--- config.mk ---
export PLATFORM = sky130hd
export DESIGN_NAME = dot_arbiter
export DESIGN_NICKNAME = d
export VERILOG_FILES = /design/src/rtl/dot_arbiter.sv
export SDC_FILE = /design/constraint.sdc
export NUM_CORES = 1
export LEC_CHECK = 0
export CORE_MARGIN = 3
export CORE_UTILIZATION = 25
export CTS_CLUSTER_SIZE = 12
export DETAILED_ROUTE_END_ITERATION = 7
export SLEW_MARGIN = 10
export SYNTH_ARGS = -nofsm -noshare
export SYNTH_HDL_FRONTEND = slang
export SYNTH_SLANG_ARGS = --single-unit
--- constraint.sdc ---
create_clock -name clk -period 2.6 [get_ports clk]
set_input_delay 0.65 -clock clk [delete_from_list [all_inputs] [get_ports clk]]
set_output_delay 0.65 -clock clk [all_outputs]
set_load 0.1 [all_outputs]
--- src/rtl/dot_arbiter.sv ---
// Round-robin arbiter sharing one dot-product engine among NUM_REQ requesters.
// One transaction in flight; a watchdog aborts engine calls that never return.
module dot_arbiter #(
    parameter int NUM_REQ   = 4,
    parameter int A_WIDTH   = 8,
    parameter int B_WIDTH   = 8,
    parameter int OUT_WIDTH = 18,
    parameter int VEC_LEN   = 4,
    parameter int TIMEOUT   = 64,
    localparam int GW       = $clog2(NUM_REQ)
) (
    input  logic                                 clk,
    input  logic                                 reset,
    input  logic [NUM_REQ-1:0]                   req_valid,
    output logic [NUM_REQ-1:0]                   req_ready,
    input  logic [NUM_REQ*VEC_LEN*A_WIDTH-1:0]   req_a,
    input  logic [NUM_REQ*VEC_LEN*B_WIDTH-1:0]   req_b,
    output logic [NUM_REQ-1:0]                   resp_valid,
    input  logic [NUM_REQ-1:0]                   resp_ready,
    output logic signed [OUT_WIDTH-1:0]          resp_data,
    output logic                                 resp_err,
    output logic signed [A_WIDTH-1:0]            eng_a [VEC_LEN],
    output logic signed [B_WIDTH-1:0]            eng_b [VEC_LEN],
    output logic                                 eng_in_valid,
    input  logic                                 eng_in_ready,
    input  logic                                 eng_out_valid,
    output logic                                 eng_out_ready,
    input  logic signed [OUT_WIDTH-1:0]          eng_result,
    output logic [GW-1:0]                        grant_id,
    output logic                                 busy,
    output logic [15:0]                          txn_count,
    output logic                                 timeout_flag
);

    localparam int WW = $clog2(TIMEOUT);

    typedef enum logic [1:0] {
        S_IDLE,
        S_ISSUE,
        S_WAIT,
        S_RESP
    } state_t;

    state_t                       state;
    logic [GW-1:0]                rr_ptr;
    logic [WW-1:0]                wd;
    logic signed [OUT_WIDTH-1:0]  result_reg;
    logic                         err_reg;
    logic signed [A_WIDTH-1:0]    a_reg [VEC_LEN];
    logic signed [B_WIDTH-1:0]    b_reg [VEC_LEN];
    logic [GW-1:0]                sel;
    logic                         found;

    // Pick the first valid requester at or after rr_ptr, wrapping around.
    always_comb begin
        logic [GW:0] idx;
        sel   = '0;
        found = 1'b0;
        idx   = '0;
        for (int i = NUM_REQ - 1; i >= 0; i--) begin
            idx = {1'b0, rr_ptr} + (GW + 1)'(i);
            if (idx >= (GW + 1)'(NUM_REQ)) begin
                idx = idx - (GW + 1)'(NUM_REQ);
            end
            if (req_valid[idx[GW-1:0]]) begin
                sel   = idx[GW-1:0];
                found = 1'b1;
            end
        end
    end

    // Handshake strobes decoded from the registered state.
    always_comb begin
        req_ready  = '0;
        resp_valid = '0;
        if (reset && state == S_IDLE && found) begin
            req_ready[sel] = 1'b1;
        end
        if (state == S_RESP) begin
            resp_valid[grant_id] = 1'b1;
        end
    end

    assign eng_in_valid  = (state == S_ISSUE);
    assign eng_out_ready = (state == S_WAIT);
    assign busy          = (state != S_IDLE);
    assign resp_data     = result_reg;
    assign resp_err      = err_reg;
    assign eng_a         = a_reg;
    assign eng_b         = b_reg;

    // Transaction FSM: grant, issue, wait with watchdog, respond.
    always_ff @(posedge clk) begin
        if (!reset) begin
            state        <= S_IDLE;
            rr_ptr       <= '0;
            grant_id     <= '0;
            wd           <= '0;
            result_reg   <= '0;
            err_reg      <= 1'b0;
            txn_count    <= '0;
            timeout_flag <= 1'b0;
            for (int i = 0; i < VEC_LEN; i++) begin
                a_reg[i] <= '0;
                b_reg[i] <= '0;
            end
        end else begin
            unique case (state)
                S_IDLE: begin
                    if (found) begin
                        for (int i = 0; i < VEC_LEN; i++) begin
                            a_reg[i] <= req_a[(int'(sel) * VEC_LEN + i) * A_WIDTH +: A_WIDTH];
                            b_reg[i] <= req_b[(int'(sel) * VEC_LEN + i) * B_WIDTH +: B_WIDTH];
                        end
                        grant_id <= sel;
                        state    <= S_ISSUE;
                    end
                end
                S_ISSUE: begin
                    if (eng_in_ready) begin
                        wd    <= '0;
                        state <= S_WAIT;
                    end
                end
                S_WAIT: begin
                    if (eng_out_valid) begin
                        result_reg <= eng_result;
                        err_reg    <= 1'b0;
                        state      <= S_RESP;
                    end else if (wd == WW'(TIMEOUT - 1)) begin
                        result_reg   <= '0;
                        err_reg      <= 1'b1;
                        timeout_flag <= 1'b1;
                        state        <= S_RESP;
                    end else begin
                        wd <= wd + WW'(1);
                    end
                end
                S_RESP: begin
                    if (resp_ready[grant_id]) begin
                        txn_count <= txn_count + 16'd1;
                        rr_ptr    <= (grant_id == GW'(NUM_REQ - 1)) ? '0 : grant_id + GW'(1);
                        state     <= S_IDLE;
                    end
                end
                default: state <= S_IDLE;
            endcase
        end
    end

endmodule

; ---- Word level (Yosys, flattened, before mapping)
; Index checks and enable logic that the tools add are counted.
; Widths: inputs -> output; s select.
[op_classes]
add_sub_neg = 13
n_mux = 43
mul = 0
n_lt_le_gt_ge = 12
n_div = 0
n_bitwise = 1
reduce_logical = 14
eq_ne = 11
shift = 8
[op_table]
columns = operator, count
row1 = $shiftx 128x32->8, 3
row2 = $shiftx 128x9->8, 3
row3 = $shiftx 128x8->8, 2
row4 = $mux 18, 2
row5 = $mux 2, 14
row6 = $lt 2x3->1 const B, 6
row7 = $mux 6, 3
row8 = $add 16x1->16 const B, 1
row9 = $mux 1, 13
row10 = $pmux 6 s2, 1
row11 = $add 4x2->5 const B, 2
row12 = $bmux 1 s2, 5
row13 = $ge 3x3->1 const B, 3
row14 = $mux 4, 2
row15 = $pmux 2 s4, 1
row16 = $reduce_and 4->1, 2
row17 = $sub 2x1->2 const B, 4
row18 = $add 2x2->3 const B, 2
row19 = $add 6x1->6 const B, 1
row20 = $eq 2x2->1 const B, 3
row21 = $eq 6x6->1 const B, 1
row22 = $ne 2x2->1 const B, 3
row23 = $reduce_and 2->1, 3
row24 = $reduce_bool 2->1, 3
row25 = other kinds (13), 19
[word_totals]
ramBits = 0
mem_bits_ro = 0
word_cells = 118
memories = 0
input_bits = 286
register_bits = 112
latchBits = 0
out_inout_bits = 113

; ---- Longest topological paths before layout
; Gate-level depths: netlist of run 1.
[logic_depth]
word_depth = 14
ltp_mapped = 8
depth_no_buf = 7

; ---- Worst setup path after synthesis of run 1
; Ideal clock, no wire load.
[synth_timing]
path_kind = input port to output port
startpoint = input req_valid[2]
endpoint = output req_ready[0]
t_arrival_ns = 3.208
slack_ns = -1.258
t_required_ns = 1.950
n_path_buf = 3
path_stages = 8
cell_sequence = nor2b_1 a211o_1 and2_1 buf_2 or2_1 buf_2 buf_6 nor2_1
[synth_between]
elab_chain_len = 11
word_cells_on_any_way = 23
classes_between = order compare (2) / mux (19) / reduce/logical (2)
[synth_rtl]
columns = element, line
row1 = from (decl), 14  ; input logic [NUM_REQ-1:0] req_valid,
row2 = $bmux 1 s2, 65  ; if (req_valid[idx[GW-1:0]]) begin
row3 = $mux 1 (implied by the code), 65
row4 = $mux 2 (4 in series), 65
row5 = $lt 2x3->1 (implied by the code) / $ge 2x1->1 (equally long branches), 77  ; req_ready[sel] = 1'b1;
row6 = $logic_and 1x1->1 (implied by the code), 77
row7 = $mux 1 (implied by the code), 77
row8 = $demux 1 s2, 77
row9 = $mux 4 *, 76  ; if (reset && state == S_IDLE && found) begin
row10 = to (decl), 15  ; output logic [NUM_REQ-1:0] req_ready,
; Every way passes the cells marked *; elsewhere a longest branch is shown, timed or not. The select of a mux whose other input is x is not followed.

; ---- Worst setup path after layout of run 1
[layout_timing]
startpoint = input req_valid[2]
endpoint = output req_ready[1]
; Same word-level chain as after synthesis.

==> impl_results.md, run 1 <==
- Avg Cell Area, Syn: 8.62 um2
- Register area share after synthesis: 33.6%
- CTS Buf Count: 9
- Vias/cell: 4.80
- Area growth syn-to-layout: 71.5%
- Clock Sinks: 112
- Hold buffer count at cts: 0
- Combinational power share: between 50% and 60%
- Final nets: 1457
- Switch Pwr: 4910 uW
- Worst Skew: 0.0158 ns
- P per Cell Area: 808 nW/um2
- H-tree Lvls: 3
- Share of layout cells above drive strength 1: 21.5%
- # rows: between 50 and 60
- Critical path cell sequence: buf_8 > nor2b_4 > a211o_1 > and2_4 > or2_4 > nor2_4 > buf_12
- RSZ-0062 raised after global routing: true
- Critical path's top delay family: simple AND/OR/NAND/NOR gates
- Area after DPL: 11100 um2
- Relative slew margins: approximately 49%
- Hold Fails Final Rpt: 0
- Clk slew on worst S/H paths: approximately 0.10 ns
- Most used DFF post-synth: dfxtp_1
- Worst min-delay path startpoint: resp_err$_SDFFE_PN0P_
- Post-synth EDFFs: 0
- Worst Path Required: ~2.0 ns
- Worst Setup End Kind: output pin
- DRC Markers: 0
- DPL Wire Length: 20900 um
- TritonRoute pass-1 iters: 4
- Netlist cell types: 43
- Ys async rst share: 0%
- Worst Path Buf+Inv: 2
- Max Clk Rate: 0.388 GHz
- 1st-iter DRT viols: 329
- Max Cap Viol: 0
- Min Clock Period, post-route: 2.58 ns
- Worst EP arrival: 1.93 ns
- Worst hold path class: reg -> reg
- TritonCTS clock tree: done
- Synth area leader: dfxtp_1
- CP Max Fanout: 3
- Sequential share of power: 25.0%
- # diodes: 0
- Initial Utilization: 25.5%
- Die area: 28700 um2
- Synth cell count leaders: 112 x dfxtp_1, 97 x nand2_1, 76 x nand3_1
- #FFs+latches synth: 112
- Vias: 7203
- Gr ovfl total: 0
- Critical path class: in -> out
- Mapped Nets: 1069
- Setup tns final: 0 ns
- Design Area, Final: 11400 um2
- Gpl congestion: 0.807
- Clock network power share: 16.0%
- ANT nets after route: 0
- Top cell type's share of synthesized area: roughly 34%
- Root Buffer: clkbuf_16
- Internal power: 4330 uW
- LEAKAGE: 0.00484 uW
- Area contributors post-synth: dfxtp_1 34%, mux2i_1 10%, o211ai_2 9.0%
- Total GRT Usage: 18.4%
- Count leader, synth: dfxtp_1
- Global-route wire length before repair: 41600 um
- I/O Pins: 399
- Initial antenna violation count: 1
- Crit. Startpoint: req_valid[2]
- Routed WL per cell: 18.7 um
- Clock buffer depth: 2
- CP max-delay cell: a211o_1
- Max Slew Vio Count: 0
- Yosys warning total: 0
- Measured slew at the worst slew-check pin: between 0.7 and 0.8 ns
- Slowest Stage Delay on Critical Path: roughly 0.32 ns
- Largest net degree at the start of global routing: 53
- Vias in the first global route: between 7000 and 8000
- Final setup fails: 0
- Critical Path Source Type: input pin
- Status: finished, final reports clean
- Layout fillers: about 2600
- Port Buf Inserts: 398
- Placeable Area: 26100 um2
- DIE WIDTH: 169 um
- Synth Cell Area: approximately 6700 um2
- Switching part of the total: 53.2%
- Fin crit share: between 90 and 100%
- Die H: about 170 um
- Worst vdd ir: 519 uV
- Routed wire length: 28000 um
- Worst skew pair latency: roughly 0.36 ns
- Reg-to-reg startpoint: state[1]$_SDFFE_PN0P_
- Gate Count Post-Synth: between 700 and 800
-- cells by family after synthesis --
group | synth area share [%]
simple gates | 18.8
flops | 33.6
compound gates | 27.4
xor+xnor | 2.50
buf+inv | 5.39
fa+ha+maj | 1.88
mux | 10.4
-- layout make-up --
| cell class | instances | area, um2 | area share, % |
|---|---|---|---|
| flip-flops and latches | 112 | 2250 | 19.7 |
| inverters | 10 | 37.5 | 0.328 |
| repair buffers | 443 | 4240 | 37.1 |
| clock inverters | 7 | 88.8 | 0.777 |
| multi-input cells | 585 | 4170 | 36.5 |
| well taps | 335 | 419 | 3.67 |
| clock buffers | 9 | 225 | 1.97 |
-- tightest hold or removal path, cell delays in order (launching register included) --
cell and delay [ns]:
dfxtp_1 0.33, inv_1 0.05, a21oi_1 0.05
-- path summary, 6_finish.rpt --
kind	endpoint	slack, ns	cells past startpoint
worst max-delay path	req_ready[1]	0.02	7
worst min-delay path	resp_err$_SDFFE_PN0P_	0.47	2
worst max register to register	eng_a[11]$_SDFFE_PN0P_	0.50	9
worst min register to register	resp_err$_SDFFE_PN0P_	0.47	2
-- routing by layer --
layer	part of all wire (%)	up-vias	track usage, %	wire length [um]
li1	-	3552	-	-
met1	42	3360	22.9	11700
met2	48	255	31.1	13400
met3	8.2	34	5.50	2290
met4	2.1	2	4.87	575
met5	0.025	-	0	7
-- metrics by stage --
| stage | setup slack [ns] | hold WS, ns | std cells | utilization [%] | total power, uW |
|---|---|---|---|---|---|
| 5_1_grt | -0.0213 | 0.497 | 1501 | 43.7 | 9660 |
| 2_1_floorplan | -0.444 | 0.468 | 773 | - | 6220 |
| 6_report | 0.0222 | 0.467 | 1501 | 43.7 | 9230 |
| 3_5_place_dp | -0.499 | 0.453 | 1482 | 42.3 | 7800 |
| 4_1_cts | 0.00784 | 0.473 | 1502 | 43.7 | 9350 |
| 3_3_place_gp | -0.477 | 0.432 | 1482 | 42.3 | 7780 |
-- what timing repair did --
item / CTS / global route
gates resized for setup: 27 / 5
pin swaps: 4 / 6
buffers inserted: 4 / 0
endpoints found under the setup margin: 24 / 4
-- sequential cells by signal, summed over array words and instances, names as in the netlist --
register      cells
wd                6
state             2
resp_data        18
grant_id          2
rr_ptr            2
eng_b            32
resp_err          1
eng_a            32
timeout_flag      1
txn_count        16
-- cell usage in the layout, fill, tap and decap left out, types with 3 or more instances in the layout --
master / n
xor2_1: 4
ha_1: 9
and3_1: 17
buf_12: 16
a21oi_1: 4
o211ai_2: 48
a21boi_0: 32
dfxtp_2: 3
clkinv_8: 3
buf_6: 3
a211oi_1: 4
nand4_1: 7
o211ai_1: 4
nand3_1: 76
nand2b_1: 3
nor2_1: 8
a21o_1: 52
clkbuf_16: 9
o21ai_0: 66
mux2i_1: 67
nor2_4: 5
o311ai_1: 9
and2_1: 22
dfxtp_1: 108
nor2b_1: 3
clkdlybuf4s50_1: 280
xnor2_1: 15
nand2_1: 96
inv_1: 8
and4_1: 4
o311ai_0: 3
buf_4: 140
nand3b_1: 3
-- power groups by stage --
| stage | sequential, uW | combinational (uW) | clock [uW] |
|---|---|---|---|
| after global placement | 2340 | 5440 | 0 |
| after detailed placement | 2350 | 5440 | 0 |
| after global routing | 2370 | 5680 | 1610 |
| final | 2310 | 5440 | 1480 |
| after floorplan | 4830 | 1380 | 0 |
| after CTS | 2310 | 5490 | 1540 |
(Power assumes the default switching activity.)
==> run 2: changes to the inputs <==
CORE_UTILIZATION = 30   (was 25)
GPL_ROUTABILITY_DRIVEN = 0   (was not set)
PLACE_DENSITY = 0.67   (was not set)
clock period = 2.9 ns   (was 2.6 ns; I/O delays follow)
==> run 2 against run 1 <==
  * Sequential power shrank 10%
  * Clock-buffer cell count grew 1
  * Combinational power shrank 11%
  * Largest cell class unchanged
==> impl_results.md, run 2 (synthesized netlist as in run 1, its figures left out) <==
- Status: finished, final reports clean
- Area after DPL: 10900 um2 (-1.3%)
- Layout fillers: 2025 (-23%)
- TritonCTS clock tree: done
- R2R cell count: 8 (-1)
- Initial antenna violation count: 1 (unchanged)
- Clock buffer depth: 2 (unchanged)
- Routed wire length: 28300 um (+1.1%)
- Max Cap Viol: 0 (unchanged)
- # placed instances: 1421 (-4.1%)
- Commonest cells after routing, fill and taps aside: 281 x clkdlybuf4s50_1, 147 x buf_4, 112 x dfxtp_1
- Design Area, Final: 11300 um2 (-1.4%)
- Gr ovfl total: 0 (unchanged)
- Max Clk Rate: 0.354 GHz
- Worst hold path class: reg -> reg
- Relative slew margins: 52.0% (+2.7 points)
- Min Clock Period, post-route: 2.83 ns
- Clk slew on worst S/H paths: 0.08 ns (-0.02 ns)
- Vias/cell: 5.10 (+6.3%)
- H-tree Lvls: 3 (unchanged)
- Vias in the first global route: 7271 (+1.6%)
- P per Cell Area: 736 nW/um2 (-9.0%)
- Placeable Area: 21400 um2 (-18%)
- Initial Utilization: 31.1% (+5.6 points)
- Root Buffer: clkbuf_16
- LEAKAGE: 0.00481 uW (-0.53%)
- Share of layout cells above drive strength 1: 20.7% (-0.79 points)
- Worst hold endpoint: resp_err$_SDFFE_PN0P_
- DRC Markers: 0 (unchanged)
- Worst EP arrival: 2.10 ns (+0.17 ns)
- Total GRT Usage: 22.2% (+3.8 points)
- # rows: 53 (-10%)
- Largest net degree at the start of global routing: 53 (unchanged)
- Port Buf Inserts: 398 (unchanged)
- Crit. Startpoint: reset
- R2R Setup Slk: 0.77 ns (+0.27 ns)
- Clock Sinks: 112 (unchanged)
- Worst min-delay path startpoint: resp_err$_SDFFE_PN0P_
- Hold Fails Final Rpt: 0 (unchanged)
- Pre-CTS setup slack: -0.397 ns (+0.102 ns)
- Max Slew Vio Count: 0 (unchanged)
- Worst Setup End Kind: output pin
- Routed WL per cell: 19.6 um (+5.2%)
- Measured slew at the worst slew-check pin: 0.720 ns (-0.0399 ns)
- Worst Skew: 0.0132 ns (-0.00266 ns)
- Global-route wire length before repair: 42200 um (+1.3%)
- Reg-to-reg startpoint: rr_ptr[1]$_SDFFE_PN0P_
- CTS Buf Count: 9 (unchanged)
- Worst Path Required: 2.17 ns (+0.22 ns)
- Final nets: 1458 (+0.069%)
- Final worst setup slack: 0.0743 ns (+0.0521 ns)
- Reg2reg end: eng_b[4]$_SDFFE_PN0P_
- Critical path class: in -> out
- Setup tns final: 0 ns (unchanged)
- Final setup fails: 0 (unchanged)
- Worst vdd ir: 427 uV (-18%)
- Fin cells: 1443 (-3.9%)
- Die H: 155 um (-8.4%)
- Hold Path Depth: 2 (unchanged)
- Die area: 24000 um2 (-16%)
- DPL Wire Length: 21300 um (+1.6%)
- Worst skew pair latency: 0.36 ns (about the same)
- Commonest non-fill, non-tap cell in the layout: clkdlybuf4s50_1
- Critical Path Source Type: input pin
- TritonRoute pass-1 iters: 5 (+1)
- DIE WIDTH: 155 um (-8.4%)
- Vias: 7363 (+2.2%)
- Fin crit share: 97.4%
- I/O Pins: 399 (unchanged)
- Post-Route Utilization: 52.6% (+8.9 points)
- Area growth syn-to-layout: 69.1%
- 1st-iter DRT viols: 351 (+6.7%)
- CP Max Fanout: 4 (+1)
- RSZ-0062 raised after global routing: false
- ANT nets after route: 0 (unchanged)
## run 2: cell types whose count changed in the layout (fill, tap and decap cells not counted), moves of 2 or more
cell	before	now
inv_1	8	10
clkbuf_2	0	3
dfxtp_1	108	112
dfxtp_2	3	0
buf_6	3	0
buf_4	140	147
clkinv_8	3	1
buf_12	16	12
inv_2	2	0
## run 2: what timing repair did
item	CTS	global route
setup buffers	2	3
hold buffers	0	0
hold endpoints to repair	0	0
pin swaps	3	1
resized for setup	8	10
endpoints found under the setup margin	4	4
## run 2: per-stage QoR
stage	hold WS [ns]	total power (uW)
after floorplan	0.468	5570
after global placement	0.431	6940
after detailed placement	0.438	6960
after CTS	0.452	8350
after global routing	0.485	8610
final	0.451	8290
## run 2: layout make-up
type	count	area, um2	share of cell area (%)
Antenna cell	1	2.50	0.0222
Tap cell	275	344	3.05
Sequential cell	112	2240	19.9
Clock inverter	6	83.8	0.744
Multi-Input combinational cell	585	4150	36.8
Inverter	10	37.5	0.333
Clock buffer	10	229	2.03
Timing Repair Buffer	444	4180	37.1
## run 2: worst max-delay path by stage
stage / endpoint / slack (ns) / cells after the start
floorplan: req_ready[0] / -0.29 / 8
global placement: req_ready[2] / -0.39 / 6
detailed placement: req_ready[2] / -0.40 / 6
CTS: req_ready[0] / 0.001 / 7
global route: req_ready[2] / 0.02 / 6
finish: req_ready[0] / 0.07 / 6
## run 2: critical path: stages
cell and delay (ns):
clkdlybuf4s50_1 0.50, nand3b_1 0.11, buf_4 0.15, or2_4 0.27, nor2_4 0.15, buf_12 0.18
## run 2: metal layers
layer	routed length (um)	track usage [%]	part of all wire (%)	up-vias
li1	-	-	-	3567
met1	11800	27.6	42	3452
met2	13800	38.2	49	305
met3	1920	4.34	6.8	39
met4	799	7.78	2.8	0
met5	0	0	0	-
## run 2: report_power, final
| group | total, uW | switching, uW | leakage, uW | internal [uW] |
|---|---|---|---|---|
| Sequential | 2080 | 213 | 0.000917 | 1870 |
| Clock | 1360 | 661 | 0.000153 | 696 |
| Combinational | 4850 | 3500 | 0.00374 | 1350 |
| Total | 8290 | 4370 | 0.00481 | 3920 |
